### config.mk
export PLATFORM = sky130hd
export DESIGN_NAME = ioctl_mem_loader
export DESIGN_NICKNAME = d
export VERILOG_FILES = /design/src/rtl/ioctl_mem_loader.sv
export SDC_FILE = /design/constraint.sdc
export NUM_CORES = 1
export LEC_CHECK = 0
export CAP_MARGIN = 20
export CORE_MARGIN = 2
export CORE_UTILIZATION = 48
export DETAILED_ROUTE_END_ITERATION = 6
export HOLD_SLACK_MARGIN = 0.03
export PLACE_DENSITY = 0.84
export SYNTH_ARGS = -nofsm -noshare
export SYNTH_HDL_FRONTEND = slang
export SYNTH_SLANG_ARGS = --single-unit
export TNS_END_PERCENT = 50
### constraint.sdc
create_clock -name clk_sys -period 2.9 [get_ports clk_sys]
set_input_delay 0.435 -clock clk_sys [delete_from_list [all_inputs] [get_ports clk_sys]]
set_output_delay 0.435 -clock clk_sys [all_outputs]
set_load 0.01 [all_outputs]
### src/rtl/ioctl_mem_loader.sv
// Multi-region HPS download loader: ioctl write beats -> small FIFO -> SDRAM toggle req/ack write port.
// Optional running checksum of written words is enabled by defining LOADER_CKSUM_EN.
module ioctl_mem_loader #(
  parameter int               DW        = 16,
  parameter int               AW        = 24,
  parameter int               NCH       = 2,
  parameter int               IDX_FIRST = 0,
  parameter logic [NCH*AW-1:0] CH_BASE  = '0,
  parameter int               DEPTH     = 4,
  localparam int              CW        = (NCH > 1) ? $clog2(NCH) : 1
) (
  input  logic          clk_sys,
  input  logic          reset_n,
  input  logic          ioctl_download,
  input  logic [7:0]    ioctl_index,
  input  logic          ioctl_wr,
  input  logic [DW-1:0] ioctl_dout,
  output logic          ioctl_wait,
  input  logic          swap,
  output logic [AW-1:0] mem_addr,
  output logic [15:0]   mem_din,
  output logic [1:0]    mem_be,
  output logic          mem_req,
  input  logic          mem_ack,
  output logic          busy,
  output logic          done,
  output logic [CW-1:0] chan,
  output logic [AW-1:0] size,
  output logic          overflow,
  output logic [15:0]   cksum,
  output logic [1:0]    dbg_state
);

  localparam int PW = (DEPTH > 1) ? $clog2(DEPTH) : 1;
  localparam logic [AW-1:0] STEP = AW'(DW / 8);

  // Handshake: ioctl_wr is a one-cycle push, honoured only while ioctl_wait is low;
  // the memory port has a write outstanding whenever mem_req != mem_ack.
  typedef enum logic [1:0] {
    S_IDLE  = 2'd0,
    S_LOAD  = 2'd1,
    S_DRAIN = 2'd2
  } state_t;

  state_t        state, state_next;
  logic          dl_q, pend, pend_next, done_next, wait_next;
  logic [DW-1:0] fifo_mem [DEPTH];
  logic [PW-1:0] rd_ptr, wr_ptr;
  logic [PW:0]   count, count_next;
  logic [AW-1:0] wptr;
  logic          rise, port_idle, full, push, pop, drop, start, ch_valid;
  logic [CW-1:0] ch_sel;
  logic [AW-1:0] base_sel, base_aligned;
  logic [DW-1:0] head;
  logic [15:0]   din_next;
  logic [1:0]    be_next;
  logic          unused_idx;

  assign unused_idx = ^ioctl_index[7:6];

  always_comb begin
    ch_valid = 1'b0;
    ch_sel   = '0;
    base_sel = '0;
    for (int c = 0; c < NCH; c++) begin
      if (int'(ioctl_index[5:0]) == IDX_FIRST + c) begin
        ch_valid = 1'b1;
        ch_sel   = CW'(c);
        base_sel = CH_BASE[c*AW +: AW];
      end
    end
  end

  // Word-wide downloads always start on an even byte address.
  assign base_aligned = base_sel & ~(STEP - AW'(1));

  assign rise      = ioctl_download & ~dl_q;
  assign port_idle = (mem_req == mem_ack);
  assign full      = (count == (PW+1)'(DEPTH));
  assign push      = (state == S_LOAD) && ioctl_wr && !full;
  assign drop      = (state == S_LOAD) && ioctl_wr && full;
  assign pop       = port_idle && (count != '0);
  assign head      = fifo_mem[rd_ptr];

  always_comb begin
    state_next = state;
    pend_next  = pend;
    done_next  = 1'b0;
    start      = 1'b0;
    case (state)
      S_IDLE: begin
        pend_next = 1'b0;
        if (ioctl_download && (rise || pend) && ch_valid) begin
          start      = 1'b1;
          state_next = S_LOAD;
        end
      end
      S_LOAD: begin
        if (!ioctl_download) state_next = S_DRAIN;
      end
      S_DRAIN: begin
        // A download raised while draining is remembered and started on the IDLE cycle.
        if (rise) pend_next = 1'b1;
        else if (!ioctl_download) pend_next = 1'b0;
        if ((count == '0) && port_idle) begin
          done_next  = 1'b1;
          state_next = S_IDLE;
        end
      end
      default: state_next = S_IDLE;
    endcase
  end

  assign count_next = count + (PW+1)'(push) - (PW+1)'(pop);
  assign wait_next  = (count_next >= (PW+1)'(DEPTH - 1)) ||
                      ((state_next != S_IDLE) && pend_next);

  if (DW == 16) begin : g_w16
    always_comb begin
      din_next = swap ? {head[7:0], head[15:8]} : head;
      be_next  = 2'b11;
    end
  end else begin : g_w8
    logic unused_swap;
    assign unused_swap = swap;
    always_comb begin
      din_next = {head, head};
      be_next  = wptr[0] ? 2'b10 : 2'b01;
    end
  end

  always_ff @(posedge clk_sys) begin
    if (push) fifo_mem[wr_ptr] <= ioctl_dout;
  end

  always_ff @(posedge clk_sys or negedge reset_n) begin
    if (!reset_n) begin
      state      <= S_IDLE;
      dl_q       <= 1'b0;
      pend       <= 1'b0;
      done       <= 1'b0;
      ioctl_wait <= 1'b0;
      count      <= '0;
      rd_ptr     <= '0;
      wr_ptr     <= '0;
      wptr       <= '0;
      mem_addr   <= '0;
      mem_din    <= '0;
      mem_be     <= '0;
      mem_req    <= 1'b0;
      chan       <= '0;
      size       <= '0;
      overflow   <= 1'b0;
    end else begin
      state      <= state_next;
      dl_q       <= ioctl_download;
      pend       <= pend_next;
      done       <= done_next;
      ioctl_wait <= wait_next;
      count      <= count_next;
      if (push) begin
        wr_ptr <= wr_ptr + PW'(1);
        size   <= size + STEP;
      end
      if (drop) overflow <= 1'b1;
      if (pop) begin
        rd_ptr   <= rd_ptr + PW'(1);
        mem_addr <= wptr;
        mem_din  <= din_next;
        mem_be   <= be_next;
        mem_req  <= ~mem_req;
        wptr     <= wptr + STEP;
      end
      if (start) begin
        chan     <= ch_sel;
        wptr     <= base_aligned;
        size     <= '0;
        overflow <= 1'b0;
      end
    end
  end

`ifdef LOADER_CKSUM_EN
  logic [15:0] cksum_q;
  always_ff @(posedge clk_sys or negedge reset_n) begin
    if (!reset_n)   cksum_q <= '0;
    else if (start) cksum_q <= '0;
    else if (pop)   cksum_q <= cksum_q + {be_next[1] ? din_next[15:8] : 8'h00,
                                          be_next[0] ? din_next[7:0]  : 8'h00};
  end
  assign cksum = cksum_q;
`else
  assign cksum = 16'h0000;
`endif

  assign busy      = (state != S_IDLE);
  assign dbg_state = state;

endmodule

==> impl_results.md <==
- Outcome: completed
- RSZ-0062 raised after global routing: false
- # DRC: 0
- Most used DFF post-synth: dfrtp_1
- YS warnings: 0
- Yosys reg bits: roughly 170
- Register share of total power: 42.2%
- Final net count: ~720
- CTS Hold Bufs: 0
- Die ar.: around 16,000 um2
- Final Hold Viols: 0
- Global Route met3 Usage: 4.65%
- Largest net degree at the start of global routing: 60
- Drt initial violations: between 400 and 500
- Fmax: 397 MHz
- Worst skew pair latency: between 0.4 and 0.5 ns
- Max Root-Sink Buffers: 2
- Slowest stage cell, crit path: dfrtp_1
- Worst slew pin tran: slightly above 0.8 ns
- Cell area power density: 828 nW/um2
- Clock sinks: 166
- IO Count: 120
- Port Buffers: 99
- Initial Util: 48.7%
- Final period util: between 80 and 90%
- RR Endpoint: ioctl_wait
- Vias post-DR: 5,034
- Final HPWL from detailed placement: around 10 mm
- Placer congestion estimate: approximately 0.83
- Post-Route WL: between 15 and 20 mm
- Final Max Slew Viols: 0
- Largest stage delay on the critical path: between 0.4 and 0.5 ns
- Die H: 128 um
- Switching part of the total: 31.5%
- Synth Instances: 566
- Setup CP Type: register to register
- Leakage: 0.00360 uW
- Mapped Area: between 7000 and 8000 um2
- WL/cell: 17.2 um
- Seq/Total Area, Yosys: approximately 61%
- GR peak layer: met2
- Net Sw Power: 2380 uW
- TritonCTS buffer count: 17
- Synth unique cells: 49
- Antenna Cells: 0
- Max-cap violations: 0
- Worst-path fanout max: 5
- Clk slew on worst S/H paths: 0.06 ns
- R2r startpoint: count[2]
- # fillers: 1,164
- Area delta synth->final: 24.5%
- DRT antenna net count: 0
- Worst-path cell chain: nor3b_2 -> nor2_1 -> inv_1 -> ha_1 -> inv_1 -> ha_1 -> fa_1 -> xor2_1 -> xnor2_1 -> a221o_1
- Post-route minimum period: between 2 and 3 ns
- Layout cells sized above 1: roughly 15%
- HP Class: input port to asynchronous set/reset pin
- Area of the multi-input gates: 2630 um2
- GRT Total Usage: between 15 and 20%
- Total gr overflow: 0
- Vias/cell: 5.74
- Comb power frac: 29.6%
- Synth Area per Inst: 12.9 um2
- # rows: 45
- Pint: 5170 uW
- Post-CTS Setup Repair Bufs: 0
- Critical path data required time: 3.21 ns
- Met1 Track Usage GR: 24.6%
- Slew headroom: 45.7%
- Htree depth: 4
- Post-synth EDFFs: 64
- Cell count of the worst reg-to-reg path: 10
- Peak supply drop: roughly 0.56 mV
- Met2 GRT Util: 32.1%
- First-pass GRT wire length: 24.5 mm
- Initial antenna violation count: 0
- Clock share of power: 28.2%
- CTS tree: yes
- Storage element area: about 4500 um2
- Setup-failing EPs final: 0
- Final non-filler cell total: 877
- Worst setup EP type: register
- Fin Setup TNS: 0 ns
- Placed cell count: between 800 and 900
- Post-synthesis async set-or-reset flop share: 61.4%
- Die Wd: 128 um
- Vias in the first global route: 4,922
- CTS Root Cell: clkbuf_16
- Worst path arrival time: approximately 2.8 ns
- Core Region: roughly 15,000 um2
- Drt pass-1 iters: 4
- CTS resizes: 0
- CP Launch Type: register
- Final clock skew: 0.00755 ns
- Worst R2R Setup Slack: ~0.38 ns
-- cell usage after synthesis, drive strengths merged (12+ instances only) --
cell,instances,share of area (%)
inv,12,0.61
o21ai,13,0.89
or4,17,1.7
nand3,20,1.4
mux2,22,3.4
buf,26,2.4
a21oi,44,3.0
dfrtp,102,35
xnor2,17,2.0
o31ai,15,1.5
mux4,16,4.9
edfxtp,64,26
nand2,21,1.1
clkbuf,23,1.2
nor2,41,2.1
mux2i,19,2.6
-- sequential cells by signal, summed over array words and instances (netlist names) --
| signal | cells |
|---|---|
| mem_req | 1 |
| dbg_state | 2 |
| mem_addr | 23 |
| done | 1 |
| count | 3 |
| ioctl_wait | 1 |
| fifo_mem | 64 |
| pend | 1 |
| dl_q | 1 |
| wr_ptr | 2 |
| chan | 1 |
| rd_ptr | 2 |
| mem_din | 16 |
| size | 23 |
| mem_be | 1 |
| overflow | 1 |
| wptr | 23 |
-- stage by stage --
stage          setup slack (ns)  power [uW]  utilization [%]  area [um2]  hold WS, ns
2_1_floorplan            0.0450        4530                -        7410        0.139
3_3_place_gp              0.102        5360             57.0        8560        0.481
3_5_place_dp            0.00620        5460             57.0        8560        0.492
4_1_cts                   0.399        7600             60.7        9120       0.0804
5_1_grt                   0.270        7960             60.7        9120        0.114
6_report                  0.383        7550             60.7        9120       0.0535
-- worst max-delay path, delay by kind of cell (launching register included) --
family                   cells  cell delay [ns]
buffers and inverters        2             0.13
AND/OR/NAND/NOR              2             0.36
flip-flops                   1             0.46
AO/OA/AOI/OAI                1             0.28
XOR/XNOR                     2             0.34
adder cells (fa/ha/maj)      3             0.84
-- metal layers --
| metal | wire length [um] | part of all wire (%) |
|---|---|---|
| met1 | 6510 | 43 |
| met3 | 842 | 5.6 |
| met4 | 185 | 1.2 |
| met5 | 0 | 0 |
| met2 | 7520 | 50 |
-- final cells by class --
| cell class | instances | share of cell area (%) |
|---|---|---|
| Timing Repair Buffer | 123 | 12.9 |
| Multi-Input combinational cell | 356 | 28.8 |
| Inverter | 12 | 0.494 |
| Clock inverter | 14 | 1.40 |
| Tap cell | 188 | 2.58 |
| Sequential cell | 166 | 49.1 |
| Clock buffer | 18 | 4.71 |
-- worst max-delay path by stage --
stage / startpoint / slack [ns] / to
2_1_floorplan: count[1] / 0.04 / ioctl_wait
3_3_place_gp: ioctl_wr / 0.10 / ioctl_wait
3_5_place_dp: ioctl_wr / 0.006 / ioctl_wait
4_1_cts: count[2] / 0.40 / ioctl_wait
5_1_grt: count[2] / 0.27 / ioctl_wait
6_report: count[2] / 0.38 / ioctl_wait
-- placed cells by master (no fill, tap or decap), drive strengths merged, types with 4 or more instances in the layout --
cell	instances
conb	18
nor3	6
o21ai	13
nor2	41
clkbuf	18
nor4	8
edfxtp	64
and3	11
clkinvlp	4
xor2	6
clkdlybuf4s50	98
buf	25
nand4	11
and4	7
ha	8
dfrtp	102
nand3	20
mux2i	19
inv	16
or4	17
mux2	22
mux4	16
nand4b	5
nand2	21
clkinv	5
or3	7
xnor2	17
a21oi	44
o31ai	15
-- power groups by stage --
stage / logic, uW / clock network [uW] / registers (uW)
floorplan: 1360 / 0 / 3180
global route: 2460 / 2260 / 3240
finish: 2240 / 2130 / 3180
global placement: 2160 / 0 / 3200
CTS: 2260 / 2160 / 3180
detailed placement: 2240 / 0 / 3220
-- logic make-up after synthesis --
logic type               count (synthesis)  synth area share (%)
buffers and inverters                   61                  4.22
AO/OA/AOI/OAI                           80                  6.37
AND/OR/NAND/NOR                        169                  13.0
flip-flops                             166                  61.1
multiplexers                            57                  10.9
other                                    1                0.0512
XOR/XNOR                                23                  2.75
adder cells (fa/ha/maj)                  9                  1.64
(Power assumes the default switching activity.)
